$ cat src/rtl/read_stage_ctrl_pkg.sv
// Read-stage issue control: shared constants and types.
// Optional feature macro: READ_STAGE_CTRL_BYPASS_EN (see read_scoreboard).
package read_stage_ctrl_pkg;

    localparam int NUM_REGS  = 32;
    localparam int REG_IDX_W = 5;
    localparam int PEND_W    = 2;

    typedef logic [REG_IDX_W-1:0] RegIdx;
    typedef logic [PEND_W-1:0]    PendCnt;

    localparam PendCnt PEND_MAX = '1;

endpackage

$ cat src/rtl/read_scoreboard.sv
// Per-register pending-write scoreboard for the Read stage.
// Ports: clk/rst; inc_* (issue), wb_* and fl_* (decrements);
//   rs1/rs2 lookups -> *_busy_o; rd lookup -> rd_full_o.
// Macro READ_STAGE_CTRL_BYPASS_EN: a source whose last pending
//   write retires this cycle on wb_* is not reported busy.
module read_scoreboard
    import read_stage_ctrl_pkg::*;
(
    input  logic  clk,
    input  logic  rst,
    input  logic  inc_en_i,
    input  RegIdx inc_idx_i,
    input  logic  wb_en_i,
    input  RegIdx wb_idx_i,
    input  logic  fl_en_i,
    input  RegIdx fl_idx_i,
    input  RegIdx rs1_idx_i,
    input  RegIdx rs2_idx_i,
    input  RegIdx rd_idx_i,
    output logic  rs1_busy_o,
    output logic  rs2_busy_o,
    output logic  rd_full_o
);

    PendCnt pend_q [NUM_REGS];
    PendCnt pend_d [NUM_REGS];
    logic [NUM_REGS-1:0] underflow;

    logic [PEND_W:0] up;
    logic [1:0]      dn;

    // Net change per register: +1 on issue, -1 per writeback and
    // per flushed slot; both decrements may hit the same register.
    always_comb begin
        up        = '0;
        dn        = '0;
        underflow = '0;
        pend_d[0] = '0;
        for (int r = 1; r < NUM_REGS; r++) begin
            up = {{PEND_W{1'b0}},
                  inc_en_i && (inc_idx_i == RegIdx'(r))};
            up = up + {1'b0, pend_q[r]};
            dn = {1'b0, wb_en_i && (wb_idx_i == RegIdx'(r))}
               + {1'b0, fl_en_i && (fl_idx_i == RegIdx'(r))};
            if (up < {{(PEND_W-1){1'b0}}, dn}) begin
                pend_d[r]    = '0;
                underflow[r] = 1'b1;
            end else begin
                pend_d[r] = PendCnt'(up - {{(PEND_W-1){1'b0}}, dn});
            end
        end
    end

    always_ff @(posedge clk) begin
        if (rst) begin
            for (int r = 0; r < NUM_REGS; r++) begin
                pend_q[r] <= '0;
            end
        end else begin
            pend_q <= pend_d;
        end
    end

    logic byp1;
    logic byp2;

`ifdef READ_STAGE_CTRL_BYPASS_EN
    // Last outstanding write retires now; datapath forwards it.
    assign byp1 = wb_en_i && (wb_idx_i == rs1_idx_i)
               && (pend_q[rs1_idx_i] == PendCnt'(1));
    assign byp2 = wb_en_i && (wb_idx_i == rs2_idx_i)
               && (pend_q[rs2_idx_i] == PendCnt'(1));
`else
    assign byp1 = 1'b0;
    assign byp2 = 1'b0;
`endif

    assign rs1_busy_o = (pend_q[rs1_idx_i] != '0) && !byp1;
    assign rs2_busy_o = (pend_q[rs2_idx_i] != '0) && !byp2;
    assign rd_full_o  = (pend_q[rd_idx_i] == PEND_MAX);

    a_no_underflow: assert property (
        @(posedge clk) disable iff (rst) (underflow == '0)
    ) else $error("read_scoreboard: decrement of idle counter");

endmodule

$ cat src/rtl/read_stage_ctrl.sv
// Read-stage issue controller: RAW/saturation stall, one-entry
// output slot with backpressure, flush, and stall-cycle counter.
// Ports: in_* (Decode handshake + operands), out_* (Execute slot),
//   wb_* (retire), flush, stall_cnt (wrapping stalled-cycle count).
// Macro READ_STAGE_CTRL_BYPASS_EN enables same-cycle wb forwarding.
module read_stage_ctrl
    import read_stage_ctrl_pkg::*;
(
    input  logic                 clk,
    input  logic                 rst,
    input  logic                 in_valid,
    output logic                 in_ready,
    input  logic [REG_IDX_W-1:0] in_rs1,
    input  logic [REG_IDX_W-1:0] in_rs2,
    input  logic                 in_rs1_en,
    input  logic                 in_rs2_en,
    input  logic [REG_IDX_W-1:0] in_rd,
    input  logic                 in_rd_we,
    output logic                 out_valid,
    input  logic                 out_ready,
    output logic [REG_IDX_W-1:0] out_rd,
    output logic                 out_rd_we,
    input  logic                 wb_valid,
    input  logic [REG_IDX_W-1:0] wb_rd,
    input  logic                 flush,
    output logic [31:0]          stall_cnt
);

    logic        out_valid_q, out_valid_d;
    RegIdx       out_rd_q, out_rd_d;
    logic        out_rd_we_q, out_rd_we_d;
    logic [31:0] stall_cnt_q, stall_cnt_d;

    logic rs1_busy, rs2_busy, rd_full;
    logic haz1, haz2, dst_full, slot_free, issue;
    logic inc_en, wb_en, fl_en;

    assign slot_free = !out_valid_q || out_ready;
    assign haz1      = in_rs1_en && (in_rs1 != '0) && rs1_busy;
    assign haz2      = in_rs2_en && (in_rs2 != '0) && rs2_busy;
    assign dst_full  = in_rd_we && (in_rd != '0) && rd_full;

    assign in_ready = slot_free && !flush && !haz1 && !haz2
                   && !dst_full;
    assign issue    = in_valid && in_ready;

    assign inc_en = issue && in_rd_we && (in_rd != '0);
    assign wb_en  = wb_valid && (wb_rd != '0);
    // A killed, unconsumed slot will never write back.
    assign fl_en  = flush && out_valid_q && !out_ready
                 && out_rd_we_q && (out_rd_q != '0);

    read_scoreboard u_sb (
        .clk       (clk),
        .rst       (rst),
        .inc_en_i  (inc_en),
        .inc_idx_i (in_rd),
        .wb_en_i   (wb_en),
        .wb_idx_i  (wb_rd),
        .fl_en_i   (fl_en),
        .fl_idx_i  (out_rd_q),
        .rs1_idx_i (in_rs1),
        .rs2_idx_i (in_rs2),
        .rd_idx_i  (in_rd),
        .rs1_busy_o(rs1_busy),
        .rs2_busy_o(rs2_busy),
        .rd_full_o (rd_full)
    );

    always_comb begin
        out_valid_d = out_valid_q;
        out_rd_d    = out_rd_q;
        out_rd_we_d = out_rd_we_q;
        stall_cnt_d = stall_cnt_q;
        if (issue) begin
            out_valid_d = 1'b1;
            out_rd_d    = in_rd;
            out_rd_we_d = in_rd_we;
        end else if (flush || out_ready) begin
            out_valid_d = 1'b0;
        end
        if (in_valid && !in_ready) begin
            stall_cnt_d = stall_cnt_q + 32'd1;
        end
    end

    always_ff @(posedge clk) begin
        if (rst) begin
            out_valid_q <= 1'b0;
            out_rd_q    <= '0;
            out_rd_we_q <= 1'b0;
            stall_cnt_q <= '0;
        end else begin
            out_valid_q <= out_valid_d;
            out_rd_q    <= out_rd_d;
            out_rd_we_q <= out_rd_we_d;
            stall_cnt_q <= stall_cnt_d;
        end
    end

    assign out_valid = out_valid_q;
    assign out_rd    = out_rd_q;
    assign out_rd_we = out_rd_we_q;
    assign stall_cnt = stall_cnt_q;

endmodule

$ cat config.mk
export PLATFORM = sky130hd
export DESIGN_NAME = read_stage_ctrl
export DESIGN_NICKNAME = d
export VERILOG_FILES = /design/src/rtl/read_stage_ctrl_pkg.sv /design/src/rtl/read_scoreboard.sv /design/src/rtl/read_stage_ctrl.sv
export SDC_FILE = /design/constraint.sdc
export NUM_CORES = 1
export LEC_CHECK = 0
export ABC_AREA = 0
export BUFFER_PORTS_ARGS = -buffer_cell sky130_fd_sc_hd__buf_4
export CAP_MARGIN = 25
export CORE_ASPECT_RATIO = 0.8
export CORE_MARGIN = 8
export CORE_UTILIZATION = 40
export DETAILED_ROUTE_END_ITERATION = 10
export HOLD_SLACK_MARGIN = 0.05
export PLACE_DENSITY = 0.67
export SYNTH_ARGS = -nofsm -noshare
export SYNTH_HDL_FRONTEND = slang
export SYNTH_SLANG_ARGS = --single-unit
$ cat constraint.sdc
create_clock -name clk -period 9.5 [get_ports clk]
set_input_delay 0.475 -clock clk [delete_from_list [all_inputs] [get_ports clk]]
set_output_delay 0.475 -clock clk [all_outputs]
set_load 0.02 [all_outputs]
== Word level (Yosys, flattened, before mapping) ==
Index checks and enable logic that the tools add are counted.

* Add/sub/neg operators: 94
* $lt $le $gt $ge: 34
* Equal/unequal tests: 94
* Multiplexer cells: 11
* Bitwise gates (word level): 3
* Reductions and logical operators: 160

{| class="wikitable"
|+ Operators by type and width
! kind !! count
|-
| $eq 5x5->1 const B || 48
|-
| $eq 5x4->1 const B || 24
|-
| $logic_and 1x1->1 || 112
|-
| $add 1x2->3 || 31
|-
| $lt 3x2->1 || 31
|-
| $add 1x1->2 || 31
|-
| $reduce_or 2->1 || 31
|-
| $sub 2x2->2 || 31
|-
| $eq 5x3->1 const B || 12
|-
| $add 32x1->32 const B || 1
|-
| $bmux 2 s5 || 3
|-
| $eq 5x2->1 const B || 6
|-
| $reduce_bool 5->1 || 5
|-
| $ge 6x6->1 const B || 3
|-
| $not 5->6 || 3
|-
| $eq 5x1->1 const B || 3
|-
| $mux 2 || 6
|-
| $logic_not 1->1 || 7
|-
| $reduce_bool 2->1 || 3
|-
| $eq 2x2->1 const B || 1
|-
| $logic_or 1x1->1 || 2
|-
| $mux 1 || 2
|}

* Bits in registers: 101
* Bits of input ports: 29

== Longest topological paths before layout ==
Gate-level depths: netlist of run 1.

* Depth after elaboration: 17
* Depth in mapped cells: 17
* Mapped depth without buffers: 13

== Hierarchy ==
Synthesis of run 1 repeated with hierarchy kept, for this count alone.

* Cells, all modules: 965
* Area total of the unflattened synthesis: 8328.0 um2

{| class="wikitable"
|+ By module, submodules not included
! module !! times used !! cells each !! area each (um2) !! sequential area each (um2)
|-
| read_scoreboard || 1 || 743 || 6268.5 || 1241.2
|-
| read_stage_ctrl || 1 || 222 || 2059.5 || 780.7
|}

== Worst setup path before layout of run 1 ==
OpenSTA, ideal clock, no wires.

* Kind: input to register
* From: in in_rs2[1]
* To: reg u_sb.pend_q[54] (netlist bit)
* Library setup time: 0.078 ns
* Data arrival time: 3.437 ns
* Slack: 5.985 ns
* Stages on the path: 15
* Cells stage by stage: buf_2 > inv_1 > mux4_2 > a22oi_1 > a211oi_1 > and4_1 > buf_6 > and4_1 > buf_2 > and3_1 > ha_1 > fa_1 > nor3b_1 > nor2_1 > nor3_1

* Cells in the longest elaborated chain, start to end: 16
* Elaborated cells between the ends (all ways): 19
* Those cells by class: add/sub: 2; order compare: 1; mux: 3; bitwise: 1; reduce/logical: 12

{| class="wikitable"
|+ Ends and longest elaborated chain
! element !! line !! source
|-
| from (decl) || read_stage_ctrl.sv:14 || <nowiki>input logic [REG_IDX_W-1:0] in_rs2,</nowiki>
|-
| $not 5->6 (not written as such) || read_scoreboard.sv:79 || <nowiki>assign rs2_busy_o = (pend_q[rs2_idx_i] != '0) && !byp2;</nowiki>
|-
| $bmux 2 s5 || read_scoreboard.sv:79 ||
|-
| $mux 2 (not written as such) (2 in a row) || read_scoreboard.sv:79 ||
|-
| $reduce_bool 2->1 || read_scoreboard.sv:79 ||
|-
| $logic_and 1x1->1 (*) || read_stage_ctrl.sv:40 || <nowiki>assign haz2 = in_rs2_en && (in_rs2 != '0) && rs2_busy;</nowiki>
|-
| $logic_not 1->1 (*) || read_stage_ctrl.sv:43 || <nowiki>assign in_ready = slot_free && !flush && !haz1 && !haz2</nowiki>
|-
| $logic_and 1x1->1 (*) || read_stage_ctrl.sv:43 ||
|-
| $logic_and 1x1->1 (*) || read_stage_ctrl.sv:44 || <nowiki>&& !dst_full;</nowiki>
|-
| $logic_and 1x1->1 (*) || read_stage_ctrl.sv:45 || <nowiki>assign issue = in_valid && in_ready;</nowiki>
|-
| $logic_and 1x1->1 (*) (2 in a row) || read_stage_ctrl.sv:47 || <nowiki>assign inc_en = issue && in_rd_we && (in_rd != '0);</nowiki>
|-
| $logic_and 1x1->1 (*) || read_scoreboard.sv:41 || <nowiki>inc_en_i && (inc_idx_i == RegIdx'(r))};</nowiki>
|-
| $add 1x2->3 (*) || read_scoreboard.sv:42 || <nowiki>up = up + {1'b0, pend_q[r]};</nowiki>
|-
| $lt 3x2->1 || read_scoreboard.sv:45 || <nowiki>if (up < {{(PEND_W-1){1'b0}}, dn}) begin</nowiki>
|-
| $reduce_or 2->1 (no source line) || -- ||
|-
| to (signal assigned) || read_scoreboard.sv:60 || <nowiki>pend_q <= pend_d;</nowiki>
|-
| to (decl) || read_scoreboard.sv:25 || <nowiki>PendCnt pend_q [NUM_REGS];</nowiki>
|}

Mark *: on every way between the ends. The rest lies on a longest branch, timed or not. The select of a mux whose other input is x is not followed.
A chain may end at the register's enable or synchronous reset.

== Worst setup path after layout of run 1 ==
* From: in in_rd[0]
* To: reg u_sb.pend_q[13] (netlist bit)

* Cells in the longest elaborated chain, start to end: 15
* Elaborated cells between the ends (all ways): 19
* Those cells by class: add/sub: 2; order compare: 1; eq/ne: 2; mux: 3; bitwise: 1; reduce/logical: 10

{| class="wikitable"
|+ Ends and longest elaborated chain
! element !! line !! source
|-
| from (decl) || read_stage_ctrl.sv:17 || <nowiki>input logic [REG_IDX_W-1:0] in_rd,</nowiki>
|-
| $not 5->6 (not written as such) || read_scoreboard.sv:80 || <nowiki>assign rd_full_o = (pend_q[rd_idx_i] == PEND_MAX);</nowiki>
|-
| $bmux 2 s5 || read_scoreboard.sv:80 ||
|-
| $mux 2 (not written as such) (2 in a row) || read_scoreboard.sv:80 ||
|-
| $eq 2x2->1 || read_scoreboard.sv:80 ||
|-
| $logic_and 1x1->1 || read_stage_ctrl.sv:41 || <nowiki>assign dst_full = in_rd_we && (in_rd != '0) && rd_full;</nowiki>
|-
| $logic_not 1->1 || read_stage_ctrl.sv:44 ||
|-
| $logic_and 1x1->1 || read_stage_ctrl.sv:44 ||
|-
| $logic_and 1x1->1 || read_stage_ctrl.sv:45 ||
|-
| $logic_and 1x1->1 (2 in a row) || read_stage_ctrl.sv:47 ||
|-
| $logic_and 1x1->1 (*) || read_scoreboard.sv:41 ||
|-
| $add 1x2->3 (*) || read_scoreboard.sv:42 ||
|-
| $lt 3x2->1 || read_scoreboard.sv:45 ||
|-
| $reduce_or 2->1 (no source line) || -- ||
|}

Marked as above.

==> flow_metrics.tcl, run 1 <==
set metrics [dict create \
    ys.warnings.count 0 \
    worst-setup-path-type "in -> reg" \
    syn_nets 1228 \
    first_pass_iters 6 \
    setup.worst_path.start_class "primary input" \
    synth_xor_area_frac 0.03034 \
    postCtsSetupBuffers 0 \
    vias 7719 \
    cap_viol_max_count 0 \
    n_fill_cell 2224 \
    h-tree-depth 3 \
    drt-initial-drc-count 612 \
    peakVddDrop_uv 93.67 \
    core-area_mm2 0.02219 \
    setup_viol 0 \
    grt_usage 0.1819 \
    synthAdderAreaFrac 0.2441 \
    hold_path.class "in -> reg" \
    cp.required_ns 9.79 \
    antenna_found_initial 0 \
    synth_ff_type "dfxtp_1" \
    overflow 0 \
    fp.dieW_um 183.2 \
    clk_pin_slew_worst_paths_ns 0.08 \
    r2r_slack_ns 5.40 \
    drc 0 \
    setup-tns-final_ns 0 \
    cts-buffers-inserted 9 \
    wl_per_cell_um 18.19 \
    wirelength_mm 25.12 \
    synth_top_family_by_area "simple AND/OR/NAND/NOR gates" \
    synthMuxAreaShare 0.08192 \
    nets 1255 \
    finalHoldViolCount 0 \
    status "completed" \
    synth_compound_area_frac 0.08192 \
    end_kind "register" \
    ys_async_sr_fraction 0 \
    area_growth_pct 10.54 \
    r2r_end "u_sb.pend_q[13]" \
    place_ws_ns 5.015 \
    rr_worst_depth 12 \
    finalCriticalPeriod_ns 4.166 \
    rsz0062_at_grt "false" \
    max_clock_freq_ghz 0.2400 \
    p_leak_nw 4.242 \
    min_period_over_period 0.4386 \
    cts.path.max_buffers 2 \
    ant_nets 0 \
    syn_area_mm2 0.008950 \
    num_antenna_cells 0 \
    die_h_um 149.8 \
    cp-endpoint "u_sb.pend_q[13]" \
    cts_root_buffer "clkbuf_16" \
    grt_pass1_wl_mm 39.56 \
    portBuffers 68 \
    clock_latency_ns 0.37 \
    startpoint "in_rd[0]" \
    yosysSeqAreaShare 0.2259 \
    synth-seq-cells 101 \
    vias_per_cell 5.589 \
    worst_slew_pin_slew_ns 0.7387 \
    drv_slew 0 \
    grt_max_degree 71 \
    synth-edff-count 0 \
    cts.repair.resized 0 \
    io_pins 69 \
    cts_tree "yes" \
    netlist-cell-type-count 59 \
    cts_hold_buf 0 \
    hpwl_mm 19.01 \
    rr_startpoint "u_sb.pend_q[27]" \
    clock_skew_ns 0.01439 \
    synth-simple-area-share 0.2740 \
    max-slew-margin-rel 0.5075 \
    initial_core_util 0.4033 \
    layout-drive-gt1-share 0.1228 \
    cts.sink_count 101 \
    rows 49 \
    gp_congestion 0.9341 \
    setup_slack_ns 5.334 \
    power_density_mw_per_mm2 94.80 \
    avgSynthCellArea_um2 8.581 \
    critPathArrivalTime_ns 4.46 \
    dieArea_mm2 0.02745 \
    crit_fanout 34 \
    grt_pass1_vias 7253 \
    synthCells 1043 \
]
==> worst min-delay path by stage <==
| stage | from | end | slack, ns | depth (start not counted) |
|---|---|---|---|---|
| 2_1_floorplan | out_rd_we | out_rd_we | 0.56 | 2 |
| 3_3_place_gp | out_rd_we | out_rd_we | 0.51 | 2 |
| 3_5_place_dp | out_rd_we | out_rd_we | 0.52 | 2 |
| 4_1_cts | in_rd[4] | out_rd[4] | 0.39 | 3 |
| 5_1_grt | in_rd[4] | out_rd[4] | 0.40 | 3 |
| 6_report | in_rd[4] | out_rd[4] | 0.40 | 3 |
==> routing by layer <==
metal | GRT usage | share of wire | vias up
met5 | 0 | 0 | -
met4 | 0.07224 | 0.028 | 0
met3 | 0.03688 | 0.072 | 52
met2 | 0.2802 | 0.45 | 252
met1 | 0.2465 | 0.45 | 3718
li1 | - | - | 3697
==> flip-flops by register name, indices dropped and copies added (netlist names) <==
signal       count
out_valid        1
out_rd           5
stall_cnt       32
out_rd_we        1
u_sb.pend_q     62
==> critical path, stage by stage <==
cell and delay (ns):
buf_4 0.27, mux4_2 0.54, nor2b_1 0.15, a211o_1 0.29, nand4_1 0.13, and4_1 0.21, buf_4 0.34, nand4_4 0.34
nor4_1 0.59, ha_1 0.30, fa_1 0.46, xor2_1 0.16, nor3b_1 0.16
==> layout by cell type (no fill, tap or decap), types with 27 or more instances in the layout <==
cell type  netlist  routed
nor2b_1         32      32
ha_1           125     125
nor3_1          67      67
nand2_1         34      34
a21oi_1         27      27
nor2_1         158     158
nand2b_1        28      28
xor2_1          31      31
dfxtp_1        101     101
buf_4            2      73
inv_1           75      75
nor3b_1         53      53
fa_1            31      31
==> power breakdown <==
group | internal [W] | leakage [nW] | switching [W]
Clock | 0.000189 | 0.138 | 0.000187
Combinational | 0.0000421 | 3.29 | 0.0000858
Sequential | 0.000427 | 0.815 | 0.00000635
Total | 0.000659 | 4.24 | 0.000279
==> cells by family after synthesis <==
family	Yosys count
XOR/XNOR	31
AND/OR/NAND/NOR	467
adder cells (fa/ha/maj)	156
buffers and inverters	132
flip-flops	101
multiplexers	54
AO/OA/AOI/OAI	102
==> synth_stat cells (28+ instances only) <==
cell type / n / area (um2)
nor2b_1: 32 / 200.2
nand2_1: 34 / 127.6
fa_1: 31 / 620.6
inv_1: 75 / 281.5
dfxtp_1: 101 / 2022
ha_1: 125 / 1564
nor2_1: 158 / 593.1
nand2b_1: 28 / 175.2
clkbuf_1: 31 / 116.4
nor3_1: 67 / 335.3
nor3b_1: 53 / 397.9
xor2_1: 31 / 271.5
==> stage by stage <==
step	utilization	hold WS, ns	area [um2]	instances	power, W
after floorplan	-	0.5582	8950	1043	0.0005264
after global placement	0.4330	0.5089	9609	1365	0.0005677
after detailed placement	0.4330	0.5167	9609	1365	0.0005689
after CTS	0.4458	0.3950	9893	1381	0.0009478
after global routing	0.4458	0.3991	9893	1381	0.0009764
final	0.4458	0.4043	9893	1381	0.0009379
==> area by class of cell <==
class | instances | area [um2] | share of cell area
Tap cell | 306 | 382.9 | 0.03870
Clock inverter | 5 | 41.29 | 0.004174
Clock buffer | 11 | 242.7 | 0.02454
Multi-Input combinational cell | 810 | 6375 | 0.6444
Sequential cell | 101 | 2022 | 0.2044
Timing Repair Buffer | 73 | 548.0 | 0.05539
Inverter | 75 | 281.5 | 0.02846
(Power assumes the default switching activity.)
==> run 2, diff against run 1 <==
Settings changed: PLACE_DENSITY 0.67 to 0.69.
Clock period 9.5 ns to 3.69 ns, I/O delays scaled along.
==> run 2 against run 1 <==
  * Via count rose by 2.0%
  * Global-route usage rose by 0.53 points
  * Sequential share of layout area decreased by 0.36 points
  * Design area increased by 1.8%
  * Sequential cell count stayed put
  * Critical path depth is the same
  * Power rose to 2.6 times the previous value
  * Count of clock-buffer cells in the layout shrank 1
  * Clock power increased to 2.6 times the previous value
  * Worst hold slack got worse by 0.29 ns
  * Register-to-register slack got worse by 5.2 ns
  * Non-clock buffer count rose by 17
  * Critical path type is now reg -> reg
  * Largest cell class unchanged
  * Highest routed layer unchanged
==> flow_metrics.tcl, run 2 (synthesis gave the netlist of run 1 again) <==
set metrics [dict create \
    cp.required_ns 3.98 \
    io_pins 69 \
    drc 0 \
    hpwl_mm 19.38 \
    cts.sink_count 101 \
    die_h_um 149.8 \
    cts_root_buffer "clkbuf_16" \
    grt_max_degree 113 \
    wl_per_cell_um 18.33 \
    critPathMostFrequentCell "and4_1" \
    clock_latency_ns 0.37 \
    num_antenna_cells 0 \
    drt-initial-drc-count 686 \
    cp_top_family "simple AND/OR/NAND/NOR gates" \
    end_kind "register" \
    nets 1272 \
    grt_pass1_wl_mm 40.50 \
    hold-worst-slack_ns 0.1128 \
    status "completed" \
    max_clock_freq_ghz 0.2859 \
    setup.worst_path.start_class "register" \
    cp_slowest_cell "fa_1" \
    final_common_cell "nor2_1" \
    initial_core_util 0.4033 \
    busiest_layer "met2" \
    rows 49 \
    setup-tns-final_ns 0 \
    clock_skew_ns 0.01276 \
    clk_pin_slew_worst_paths_ns 0.08 \
    fp.dieW_um 183.2 \
    most-common-layout-cells "nor2_1, ha_1, dfxtp_1" \
    gr-usage-met3 0.04538 \
    grt.met1_usage 0.2492 \
    portBuffers 68 \
    cts.path.max_buffers 2 \
    gp_congestion 0.9294 \
    critPathArrivalTime_ns 3.79 \
    crit_buf_inv 1 \
    use_met2 0.2891 \
    ant_nets 0 \
    max_stage_delay_ns 0.54 \
    setup_viol 0 \
    placed_area_mm2 0.009714 \
    core-area_mm2 0.02219 \
    worstPathCellList "mux2i_1, a22o_1, a2111oi_2, nand4_1, and4_1, and4_1, buf_4, and3_1, ha_1, fa_1, nor3b_1, nor2_1, nor3_1" \
    area_growth_pct 12.54 \
    peakVddDrop_uv 230.7 \
    first_pass_iters 6 \
    worst-setup-path-type "reg -> reg" \
    finalHoldViolCount 0 \
    cap_viol_max_count 0 \
    finalPower_w 0.002454 \
    rsz0062_at_grt "false" \
    vias 7871 \
    dieArea_mm2 0.02745 \
    final_area_mm2 0.01007 \
    crit_fanout 8 \
    drv_slew 0 \
    cts-buffers-inserted 9 \
    layout-drive-gt1-share 0.1383 \
    wirelength_mm 25.63 \
    regMostFlops "u_sb.pend_q" \
    hold_path.class "in -> reg" \
    power_density_mw_per_mm2 243.6 \
    overflow 0 \
    p_leak_nw 4.343 \
    grt_pass1_vias 7485 \
    h-tree-depth 3 \
    finalCriticalPeriod_ns 3.498 \
    largest_register_ffs 62 \
    worst_slew_pin_slew_ns 0.6489 \
    min_period_over_period 0.9478 \
    n_fill_cell 2207 \
    antenna_found_initial 0 \
    max-slew-margin-rel 0.5674 \
    grt_usage 0.1872 \
    vias_per_cell 5.630 \
    cts_tree "yes" \
]
run 2: cell types whose count changed in the layout (fill, tap and decap cells not counted), sizes merged:
cell    delta
buf       +17
inv        -1
clkinv     +2
clkbuf     -1
run 2: metal layers:
metal,share of wire,vias up
li1,-,3730
met1,0.44,3745
met2,0.45,332
met3,0.086,64
met4,0.030,0
met5,0,-
run 2: metrics by stage:
stage | setup slack [ns] | util | instances
after detailed placement | 0.07634 | 0.4377 | 1379
after global routing | 0.01545 | 0.4538 | 1398
after CTS | 0.1074 | 0.4511 | 1395
after floorplan | 0.4659 | - | 1043
final | 0.1925 | 0.4538 | 1398
after global placement | 0.1855 | 0.4377 | 1379
run 2: worst register-to-register path: cells and delay by family, from the launching register on:
kind | cells | cell delay, ns
mux | 1 | 0.15
flops | 1 | 0.46
compound gates | 2 | 0.62
buf+inv | 1 | 0.17
fa+ha+maj | 2 | 0.75
simple gates | 7 | 1.27
run 2: worst paths after layout:
kind | startpoint | end | slack, ns | cells after the start
worst max-delay path | u_sb.pend_q[18] | u_sb.pend_q[34] | 0.19 | 13
worst min register to register | out_rd_we | out_rd_we | 0.51 | 2
worst max register to register | u_sb.pend_q[18] | u_sb.pend_q[34] | 0.19 | 13
worst min-delay path | in_rd[4] | out_rd[4] | 0.11 | 3
run 2: repair_timing:
action | CTS | global route
gates resized for setup | 0 | 1
hold buffers | 0 | 0
endpoints found under the setup margin | 0 | 7
setup buffers | 0 | 2
run 2: power by group:
group | switching, W | leakage [nW] | internal, W
clock network | 0.000493 | 0.144 | 0.000491
logic | 0.000229 | 3.38 | 0.000124
registers | 0.0000159 | 0.815 | 0.00110
run 2: final cells by class:
type                            instances  area [um2]  share of cell area
Multi-Input combinational cell        810        6381              0.6335
Clock buffer                           10       239.0             0.02373
Inverter                               75       281.5             0.02795
Timing Repair Buffer                   90       708.2             0.07031
Tap cell                              306       382.9             0.03801
Sequential cell                       101        2022              0.2007
Clock inverter                          6       57.56            0.005714
==> run 3, diff against run 2 <==
Settings changed: SYNTH_HIERARCHICAL set to 1.
==> run 3 against run 2 <==
  * Final cell count is 3.9% lower
  * Critical path depth is 3 higher
  * Area after synthesis fell by 6.9%
  * Largest power group unchanged
  * Register-to-register slack got worse by 0.12 ns
  * First-iteration DRC count shrank 6.6%
  * Highest routed layer unchanged
  * Clock power shrank 2.7%
  * Utilization is 3.5 points higher
  * Worst setup slack worse by 0.12 ns
  * Synthesized cell count down 7.5%
==> flow_metrics.tcl, run 3 <==
set metrics [dict create \
    netlist_top_cells_count "nor2_1, ha_1, dfxtp_1, inv_1, nor3_1" \
    status "completed" \
    synth_top_area_frac 0.2428 \
    place_ws_ns -0.1007 \
    antenna_found_initial 0 \
    setup_slack_ns 0.07481 \
    grt_pass1_vias 7231 \
    peakVddDrop_uv 217.4 \
    die_h_um 145.1 \
    grt_usage 0.1809 \
    cts.sink_count 101 \
    drt-initial-drc-count 641 \
    end_kind "register" \
    synth_top_area_cell "dfxtp_1" \
    netlist-cell-type-count 66 \
    n_fill_cell 1964 \
    fp.dieW_um 177.3 \
    first_pass_iters 6 \
    cap_viol_max_count 0 \
    synth.area.top_cells "dfxtp_1, ha_1, nor2_1" \
    r2r_slack_ns 0.07 \
    layout-drive-gt1-share 0.2365 \
    cts_hold_buf 0 \
    synth-edff-count 0 \
    cts-buffers-inserted 9 \
    min_period_over_period 0.9797 \
    gp_congestion 0.9642 \
    synth_ff_type "dfxtp_1" \
    nets 1254 \
    cts_root_buffer "clkbuf_16" \
    setup_viol 0 \
    final_common_cell "nor2_1" \
    synth.most_common_cell "nor2_1" \
    setup-tns-final_ns 0 \
    finalPower_w 0.002376 \
    wl_per_cell_um 17.80 \
    rows 47 \
    regMostFlops "u_sb/pend_q" \
    worst_slew_pin_slew_ns 0.9747 \
    ys.warnings.count 6 \
    power_density_mw_per_mm2 236.2 \
    ant_nets 0 \
    grt_pass1_wl_mm 37.44 \
    num_antenna_cells 0 \
    critPathArrivalTime_ns 3.88 \
    syn_nets 1150 \
    clock_latency_ns 0.36 \
    synthCells 965 \
    overflow 0 \
    p_leak_nw 4.145 \
    finalHoldViolCount 0 \
    setup.worst_path.start_class "register" \
    largest_register_ffs 62 \
    rsz0062_at_grt "true" \
    drc 0 \
    synth-seq-cells 101 \
    cts.path.max_buffers 2 \
    worst-setup-path-type "reg -> reg" \
    core-area_mm2 0.02058 \
    cp.required_ns 3.95 \
    hpwl_mm 18.35 \
    area_growth_pct 20.75 \
    hold-worst-slack_ns 0.1160 \
    max-slew-margin-rel 0.3502 \
    avgSynthCellArea_um2 8.630 \
    max_clock_freq_ghz 0.2766 \
    most-common-layout-cells "nor2_1, buf_4, ha_1" \
    clk_pin_slew_worst_paths_ns 0.08 \
    yosysSeqAreaShare 0.2428 \
    vias_per_cell 5.582 \
    drv_slew 0 \
    wirelength_mm 23.90 \
    grt_max_degree 84 \
    cts_tree "yes" \
    portBuffers 68 \
    syn_area_mm2 0.008328 \
    vias 7496 \
    finalCriticalPeriod_ns 3.615 \
    dieArea_mm2 0.02572 \
    initial_core_util 0.4046 \
    clock_skew_ns 0.01527 \
    h-tree-depth 3 \
    hold_path.class "in -> reg" \
    io_pins 69 \
    crit_fanout 4 \
    ys_async_sr_fraction 0 \
]
## run 3: worst max-delay path: stages (launching register included)
cell	delay [ns]
dfxtp_1	0.32
nor2_2	0.16
a211oi_1	0.11
a211o_1	0.31
a311oi_1	0.27
a311oi_1	0.09
o211ai_2	0.10
nand3_4	0.11
nor3b_4	0.24
and3_4	0.24
nor2b_4	0.28
nand3_4	0.18
nor2_4	0.17
ha_4	0.16
fa_1	0.44
xor2_1	0.16
nor3b_1	0.19
## run 3: repair_timing
action,in CTS,in global routing
endpoints found under the setup margin,16,60
resized for setup,8,68
gates cloned,0,0
setup buffers,0,4
pin swaps,5,33
## run 3: cells by family (layout without fill, tap and decap cells)
| logic type | Yosys count | after routing | synth area share |
|---|---|---|---|
| mux | 18 | 18 | 0.03906 |
| fa+ha+maj | 156 | 156 | 0.2623 |
| simple gates | 407 | 407 | 0.2425 |
| compound gates | 128 | 128 | 0.1119 |
| buf+inv | 110 | 219 | 0.05409 |
| flops | 101 | 101 | 0.2428 |
| xor+xnor | 45 | 45 | 0.04733 |
## run 3: final timing paths
path / start / end / cells past startpoint
worst max-delay path: u_sb/pend_q[43] / u_sb/pend_q[33] / 16
worst min-delay path: in_rd_we / out_rd_we / 3
worst max register to register: u_sb/pend_q[43] / u_sb/pend_q[33] / 16
worst min register to register: stall_cnt[28] / stall_cnt[28] / 2
## run 3: layout make-up
| class | count | area, um2 | share of cell area |
|---|---|---|---|
| inverter | 71 | 266.5 | 0.02650 |
| clock inverter | 7 | 66.31 | 0.006594 |
| timing repair buffer | 132 | 991.0 | 0.09854 |
| tap | 269 | 336.6 | 0.03347 |
| sequential | 101 | 2032 | 0.2021 |
| multi-input combinational | 754 | 6138 | 0.6104 |
| clock buffer | 9 | 225.2 | 0.02240 |
## run 3: where the power goes
| group | switching [W] | internal, W | total (W) |
|---|---|---|---|
| Clock | 0.000482 | 0.000475 | 0.000957 |
| Sequential | 0.0000143 | 0.00110 | 0.00111 |
| Combinational | 0.000192 | 0.000112 | 0.000304 |
## run 3: through the flow
step,utilization,instance area (um2),std cells
floorplan,-,8330,965
global placement,0.4588,9444,1323
detailed placement,0.4588,9444,1323
CTS,0.4745,9767,1339
global route,0.4886,10060,1343
finish,0.4886,10060,1343
## run 3: metal layers
layer  part of all wire  vias up  global-route usage
met3               0.11       39             0.05654
met5                  0        -                   0
li1                   -     3562                   -
met1               0.45     3573              0.2553
met2               0.42      322              0.2614
met4              0.019        0             0.04619
